## config.mk

```make
export PLATFORM = sky130hd
export DESIGN_NAME = instr_sequencer
export DESIGN_NICKNAME = d
export VERILOG_FILES = /design/src/rtl/instr_sequencer.sv
export SDC_FILE = /design/constraint.sdc
export NUM_CORES = 1
export LEC_CHECK = 0
export ABC_CLOCK_PERIOD_IN_PS = 3900
export BUFFER_PORTS_ARGS = -buffer_cell sky130_fd_sc_hd__buf_4
export CAP_MARGIN = 25
export CORE_ASPECT_RATIO = 0.8
export CORE_MARGIN = 2
export CORE_UTILIZATION = 39
export DETAILED_ROUTE_END_ITERATION = 10
export SLEW_MARGIN = 10
export SYNTH_ARGS = -nofsm -noshare
export SYNTH_HDL_FRONTEND = slang
export SYNTH_SLANG_ARGS = --single-unit
```

## constraint.sdc

```tcl
create_clock -name clock -period 3.9 [get_ports clock]
set_clock_uncertainty 0.2 [all_clocks]
set_input_delay 0.39 -clock clock [delete_from_list [all_inputs] [get_ports clock]]
set_output_delay 0.39 -clock clock [all_outputs]
set_load 0.02 [all_outputs]
```

## src/rtl/instr_sequencer.sv

```systemverilog
// Instruction sequencer: holds a small program and feeds it word by word to the
// processor over din/run, following mvi with its immediate and waiting for done.
module instr_sequencer #(
  parameter int DEPTH   = 16,
  parameter int AW      = 4,
  parameter int TIMEOUT = 32
) (
  input  logic          clock,
  input  logic          reset,
  input  logic          load_en,
  input  logic [AW-1:0] load_addr,
  input  logic [15:0]   load_data,
  input  logic [AW:0]   prog_len,
  input  logic          start,
  input  logic          done,
  output logic [15:0]   din,
  output logic          run,
  output logic [AW:0]   pc,
  output logic          busy,
  output logic          halted,
  output logic          err,
  output logic [1:0]    err_code,
  output logic [7:0]    icount,
  output logic [2:0]    dbg_state
);

  localparam int TW = $clog2(TIMEOUT + 1);

  typedef enum logic [2:0] {
    S_IDLE  = 3'd0,
    S_ISSUE = 3'd1,
    S_IMM   = 3'd2,
    S_WAIT  = 3'd3,
    S_HALT  = 3'd4,
    S_ERROR = 3'd5
  } state_t;

  state_t        r_state;
  logic [15:0]   r_din;
  logic          r_run;
  logic [AW:0]   r_pc;
  logic [AW:0]   r_len;
  logic [TW-1:0] r_tcnt;
  logic [1:0]    r_err_code;
  logic [7:0]    r_icount;
  logic [15:0]   r_mem [DEPTH];

  state_t        w_next_state;
  logic [15:0]   w_din;
  logic [AW:0]   w_pc;
  logic [AW:0]   w_len;
  logic [TW-1:0] w_tcnt;
  logic [1:0]    w_err_code;
  logic [7:0]    w_icount;
  logic [AW:0]   w_pc_inc1;
  logic          w_is_mvi;
  logic          w_busy;

  assign w_busy    = (r_state == S_ISSUE) || (r_state == S_IMM) || (r_state == S_WAIT);
  assign w_pc_inc1 = r_pc + 1'b1;
  // During ISSUE din still holds the word being issued, so its opcode decides the path.
  assign w_is_mvi  = (r_din[15:13] == 3'b001);

  always_comb begin
    w_next_state = r_state;
    w_din        = r_din;
    w_pc         = r_pc;
    w_len        = r_len;
    w_tcnt       = r_tcnt;
    w_err_code   = r_err_code;
    w_icount     = r_icount;
    case (r_state)
      S_IDLE, S_HALT, S_ERROR: begin
        if (start) begin
          w_len      = prog_len;
          w_pc       = '0;
          w_icount   = '0;
          w_err_code = 2'b00;
          if (prog_len == '0) begin
            w_next_state = S_HALT;
          end else begin
            w_next_state = S_ISSUE;
            w_din        = r_mem[0];
          end
        end
      end
      S_ISSUE: begin
        w_tcnt = '0;
        if (w_is_mvi) begin
          if (w_pc_inc1 < r_len) begin
            w_next_state = S_IMM;
            w_din        = r_mem[w_pc_inc1[AW-1:0]];
            w_pc         = r_pc + 2'd2;
          end else begin
            w_next_state = S_ERROR;
            w_err_code   = 2'b10;
          end
        end else begin
          w_next_state = S_WAIT;
          w_pc         = w_pc_inc1;
        end
      end
      S_IMM, S_WAIT: begin
        // done takes priority over a timeout landing in the same cycle.
        if (done) begin
          if (r_icount != 8'hFF) w_icount = r_icount + 1'b1;
          if (r_pc == r_len) begin
            w_next_state = S_HALT;
          end else begin
            w_next_state = S_ISSUE;
            w_din        = r_mem[r_pc[AW-1:0]];
          end
        end else if (r_tcnt == TW'(TIMEOUT - 1)) begin
          w_next_state = S_ERROR;
          w_err_code   = 2'b01;
        end else begin
          w_next_state = S_WAIT;
          w_tcnt       = r_tcnt + 1'b1;
        end
      end
      default: w_next_state = S_IDLE;
    endcase
  end

  always_ff @(posedge clock) begin
    if (reset) begin
      r_state    <= S_IDLE;
      r_din      <= '0;
      r_run      <= 1'b0;
      r_pc       <= '0;
      r_len      <= '0;
      r_tcnt     <= '0;
      r_err_code <= 2'b00;
      r_icount   <= '0;
    end else begin
      r_state    <= w_next_state;
      r_din      <= w_din;
      r_run      <= (w_next_state == S_ISSUE);
      r_pc       <= w_pc;
      r_len      <= w_len;
      r_tcnt     <= w_tcnt;
      r_err_code <= w_err_code;
      r_icount   <= w_icount;
    end
  end

  // Program storage survives reset so a bench can reload once and rerun.
  always_ff @(posedge clock) begin
    if (load_en && !w_busy) r_mem[load_addr] <= load_data;
  end

  assign din       = r_din;
  assign run       = r_run;
  assign pc        = r_pc;
  assign busy      = w_busy;
  assign halted    = (r_state == S_HALT);
  assign err       = (r_state == S_ERROR);
  assign err_code  = r_err_code;
  assign icount    = r_icount;
  assign dbg_state = r_state;

endmodule

```

# Word-level counts from Yosys, hierarchy flattened
# Memory sizes are Yosys's and may differ from the RTL's. A register that Yosys moved wholly into a read port is not among the register bits.
# Index checks and enable logic that the tools add are counted.
[totals]
reg_bits = 46
ramBits = 256
input_bits = 30
output_inout_bits = 38
elab_cells = 90
memories = 1
[mem_list]
columns = ["memory", "words", "word_bits", "rd", "rd_clocked_by_memory_dff", "write_ports", "line", "text"]
rows = [
  ["r_mem", 16, 16, 3, 1, 1, "46", "logic [15:0] r_mem [DEPTH];"],
]
[op_classes]
add_sub_neg = 4
order_cmp = 1
eq_ne = 22
mux = 36
reduce_logical = 18
[ops]
columns = ["op", "count"]
rows = [
  ["$mux W16", 6],
  ["$pmux W16 S3", 1],
  ["$mux W8", 3],
  ["$mux W3", 7],
  ["$ne A2 B2 Y1 const B", 10],
  ["$pmux W8 S2", 1],
  ["$mux W5", 3],
  ["$mux W6", 2],
  ["$pmux W6 S2", 1],
  ["$mux W2", 5],
  ["$pmux W5 S2", 1],
  ["$eq A3 B1 Y1 const B", 3],
  ["$pmux W3 S3", 1],
  ["$add A8 B1 Y8 const B", 1],
  ["$mux W4", 2],
  ["$ne A8 B8 Y1 const B", 1],
  ["$reduce_and A7 Y1", 1],
  ["$add A6 B1 Y6 const B", 1],
  ["$eq A3 B2 Y1 const B", 2],
  ["$eq A3 B3 Y1 const B", 2],
  ["$eq A6 B5 Y1 const B", 1],
  ["$pmux W2 S3", 1],
  ["$reduce_and A3 Y1", 2],
  ["$reduce_and A6 Y1", 1],
  ["other kinds (18)", 22],
]

# Longest topological paths before layout
[logic_depth]
ltp_word = 7
ltp_mapped = 13
ltp_nobuf = 10

# Worst setup path before layout
# No wires, ideal clock.
[synth_path]
kind = "reg2reg"
from = "reg r_state[2] (netlist: dbg_state[2])"
to = "mem r_mem[12][0], enable pin"
setup_time_ns = 0.409
t_arrival_ns = 2.626
t_required_ns = 3.291
slack_ns = 0.665
stages_incl_launch_ff = 7
path_buffers = 3
synth_period_minus_slack_ns = 3.235
cell_sequence = "dfxtp_1 > buf_2 > or2_1 > buf_2 > buf_1 > nand4_1 > nor3_1"
[synth_between]
elab_chain_len = 7
elab_cells_between_ends = 9
cone_classes = "eq/ne: 3; mux: 2; reduce/logical: 4"
[synth_lines]
columns = ["element", "line", "text"]
rows = [
  ["from (decl)", "38", "state_t r_state;"],
  ["from (signal assigned)", "136", "r_state <= w_next_state;"],
  ["$eq A3 B1 Y1 / $eq A3 B2 Y1 (equally long branches)", "59", "assign w_busy = (r_state == S_ISSUE) || (r_state == S_IMM) || (r_state == S_WAIT);"],
  ["$logic_or A1 B1 Y1", "59", ""],
  ["$logic_or A1 B1 Y1 *", "59", ""],
  ["$logic_not A1 Y1 *", "149", "if (load_en && !w_busy) r_mem[load_addr] <= load_data;"],
  ["$logic_and A1 B1 Y1 *", "149", ""],
  ["$mux W1 *", "149", ""],
  ["$mux W1 (not written as such) *", "149", ""],
  ["to (decl)", "46", ""],
]
# Mark *: on every way between the ends. The rest lies on a longest branch, timed or not.

# Worst setup path after layout
[layout_path]
from = "reg r_pc[1] (netlist: pc[1])"
to = "reg r_din[15] (netlist: din[15])"
[layout_between]
elab_chain_len = 5
elab_cells_between_ends = 10
cone_classes = "add/sub: 1; order compare: 1; eq/ne: 3; mux: 3; reduce/logical: 1; memory: 1"
[layout_lines]
columns = ["element", "line", "text"]
rows = [
  ["from (decl)", "41", "logic [AW:0] r_pc;"],
  ["from (signal assigned)", "139", "r_pc <= w_pc;"],
  ["$add A5 B1 Y5", "60", "assign w_pc_inc1 = r_pc + 1'b1;"],
  ["$mem_v2 Z16 W16", "-", ""],
  ["$mux W16", "90", "if (w_pc_inc1 < r_len) begin"],
  ["$mux W16", "89", "if (w_is_mvi) begin"],
  ["$pmux W16 S3", "72", "case (r_state)"],
  ["to (signal assigned)", "137", "r_din <= w_din;"],
  ["to (decl)", "39", "logic [15:0] r_din;"],
]
# Several ways; a longest one is shown, not always the timed one. The select of a mux whose other input is x is not followed.
# A chain may end at the register's enable or synchronous reset.

==> results.cfg <==
[status]
status = finished with violations
failed_checks = design-rule violations

[synth]
ys_ff_latch = 306
yosysTopAreaCell = edfxtp_1
ys_warn_count = 0
syn_avg_cell_area_um2 = 13.7
synthArstFlopShare = 0
synth_edf_count = 256
yosysSeqAreaShare = 0.588
syn_area_um2 = 14800
yosysTopAreaCellShare = 0.520
ys_top_cells_by_area = edfxtp_1 52%, mux2i_1 14%, dfxtp_1 6.8%, mux4_2 4.3%, a22oi_1 3.2%
synth_cell_types = 64
synth_top_flop_cell = edfxtp_1
synthCells = 1083
syn_nets = 1122

[power_and_ir_drop]
powerDensity_nw_per_um2 = 601
p_leak_uw = 0.00555
peakVddDrop_mv = 0.499

[worst_setup_path]
crit_family = compound AO/OA/AOI/OAI gates
r2r_setup_slack_ns = 0.68
worst_ep_arrival_time_ns = 3.44
criticalPathCategory = reg2reg
start_kind = flip-flop
worstSetupEndpointType = flip-flop
slowest_delay_ns = 0.41
path_max_fanout = 12
cp_slowest_cell = dfxtp_1
cp.required_ns = 4.12
critPathBufInv = 2
timing.critical_path.cells = ha_4 > xnor2_2 > inv_2 > ha_1 > o21ai_0 > a21oi_1 > o21a_1 > o31ai_4 > and2_1 > buf_4 > a311oi_1

[clocking]
htreeDepth = 1
tritoncts = done
cts_root_buf = clkbuf_16
ctsLongestPathBuffers = 3
cts_sinks = 306
numCtsBuffers = 31
cts_setup_buffers = 0
post_cts_resized = 0
clkTransAtPathRegs_ns = 0.06
clk_latency_ns = 0.57
cts_hold_buf = 23

[timing]
setup-tns-final_ns = 0
slew_viol_final = 0
fin_crit_sh = 0.826
max_freq_ghz = 0.310
rsz0062_at_grt = false
relSlewSlack = 0.220
fin_crit_ns = 3.22
hold_ws_ns = 0.0933
setup_viol = 0
worstMarginPinSlew_ns = 1.17
hold_viol = 0

[die]
initial_core_util = 0.397
die_h_um = 178
core_area_um2 = 37200
pin_count = 68
die_area_um2 = 39500
rows = 63
die_width_um = 222

[route]
final_antenna_net_count = 0
drc = 6
routedWlPerCell_um = 25.6
routed_via_density = 5.92
dr_total_vias = 9994
first_iter_violations = 1187
firstDrtPassIters = 9
wl_um = 43300

[finish]
syn_to_final_growth_pct = 17.0
fin_nets = 1215
diodes = 0
drive_above_1_share = 0.200
fillCellCount = 3273
fin_util = 0.465

[hold_path]
hold_class = in2reg

[global_route]
grt_max_degree = 127
grt_pass1_vias = 9980
grt_pass1_wl_um = 64000
track_usage = 0.218
gr-total-overflow = 0
grt_antenna_before_repair = 0

[placement]
place.gp.congestion = 0.849
hpwl_um = 26600
io_buffers = 67

[run]
drv_cap = 0
area by class of cell:
type                            instances  area [um^2]  share of cell area
Sequential cell                       306         8690               0.502
Multi-Input combinational cell        694         5720               0.331
Timing Repair Buffer                  135         1150              0.0667
Clock buffer                           32          779              0.0450
Tap cell                              487          609              0.0352
Clock inverter                         25          319              0.0184
Inverter                                8         30.0             0.00174
per-layer routing:
metal  up-vias  part of all wire  GRT usage  wire length [um]
met5         -                 0          0                 0
met4         0             0.019     0.0484               813
met3        64             0.090     0.0387              3890
met2       452              0.43      0.331             18700
met1      5023              0.46      0.325             19800
li1       4455                 -          -                 -
stage by stage:
stage               setup WS [ns]  instance area, um^2  cells  power, uW
CTS                         0.702                17300   1687      10400
detailed placement          0.740                16000   1607       7200
finish                      0.678                17300   1687      10400
global route                0.540                17300   1687      10800
floorplan                   0.665                14800   1083       6250
global placement            0.759                15900   1606       7140
logic make-up (layout without fill, tap and decap cells):
family / Yosys count / in the layout / share of synthesized area
muxes: 244 / 244 / 0.189
and+or+nand+nor: 200 / 200 / 0.0645
AOI/OAI and AO/OA: 228 / 228 / 0.112
DFF: 306 / 306 / 0.588
adders and majority gates: 9 / 9 / 0.00761
buffers and inverters: 83 / 200 / 0.0306
xor gates and xnor gates: 13 / 13 / 0.00821
layout by cell type, fill, tap and decap left out, types with 4 or more instances in the layout:
cell,count
and3_1,5
ha_1,8
dfxtp_1,48
a32o_1,13
a21oi_1,60
nand3_1,7
clkbuf_16,31
nand2_1,62
a22oi_1,63
nor3_1,4
a311oi_2,9
a31oi_1,33
nand4_1,9
nor3_2,4
bufinv_16,7
nor2_2,16
clkinv_2,4
clkinv_1,6
clkinvlp_4,4
xor2_1,7
xnor2_1,5
dlygate4sd3_1,23
nand2b_1,10
mux4_2,28
o21ai_0,11
and2_1,10
edfxtp_1,256
mux2_1,4
mux2i_1,211
buf_12,5
a211oi_1,4
buf_4,106
nor2_1,51
inv_1,6
a311oi_1,10
synthesized netlist by cell type (10+ instances only):
library cell / number
o21ai_0: 11
a311oi_1: 10
a32o_1: 13
mux4_2: 28
nor2_1: 65
clkbuf_1: 11
mux2i_1: 211
nand2_1: 62
a22oi_1: 63
a31oi_1: 33
a21oi_1: 60
buf_2: 43
edfxtp_1: 256
and2_1: 10
dfxtp_1: 50
nand2b_1: 10
where the power goes:
part	internal, uW	switching, uW	leakage [uW]
clock network	1920	1300	0.000524
logic	1370	1890	0.00231
registers	3700	220	0.00272
total	6990	3410	0.00555
path summary, 6_finish.rpt:
| check | from | cells past startpoint | end |
|---|---|---|---|
| worst min-delay path | reset | 2 | icount[6] |
| worst max register to register | pc[1] | 11 | din[15] |
| worst min register to register | r_tcnt[1] | 2 | r_tcnt[1] |
| worst max-delay path | pc[1] | 11 | din[15] |
registers in the layout (all words and copies together), names as in the netlist, named ones only:
register / cells
r_mem: 256
din: 16
icount: 8
r_tcnt: 6
pc: 5
r_len: 5
dbg_state: 3
err_code: 2
run: 1
worst register-to-register path, stage by stage, from the launching register on:
cell	delay (ns)
dfxtp_1	0.41
ha_4	0.23
xnor2_2	0.31
inv_2	0.19
ha_1	0.30
o21ai_0	0.20
a21oi_1	0.10
o21a_1	0.23
o31ai_4	0.21
and2_1	0.27
buf_4	0.29
a311oi_1	0.13
Power figures use the tool's default switching activity.
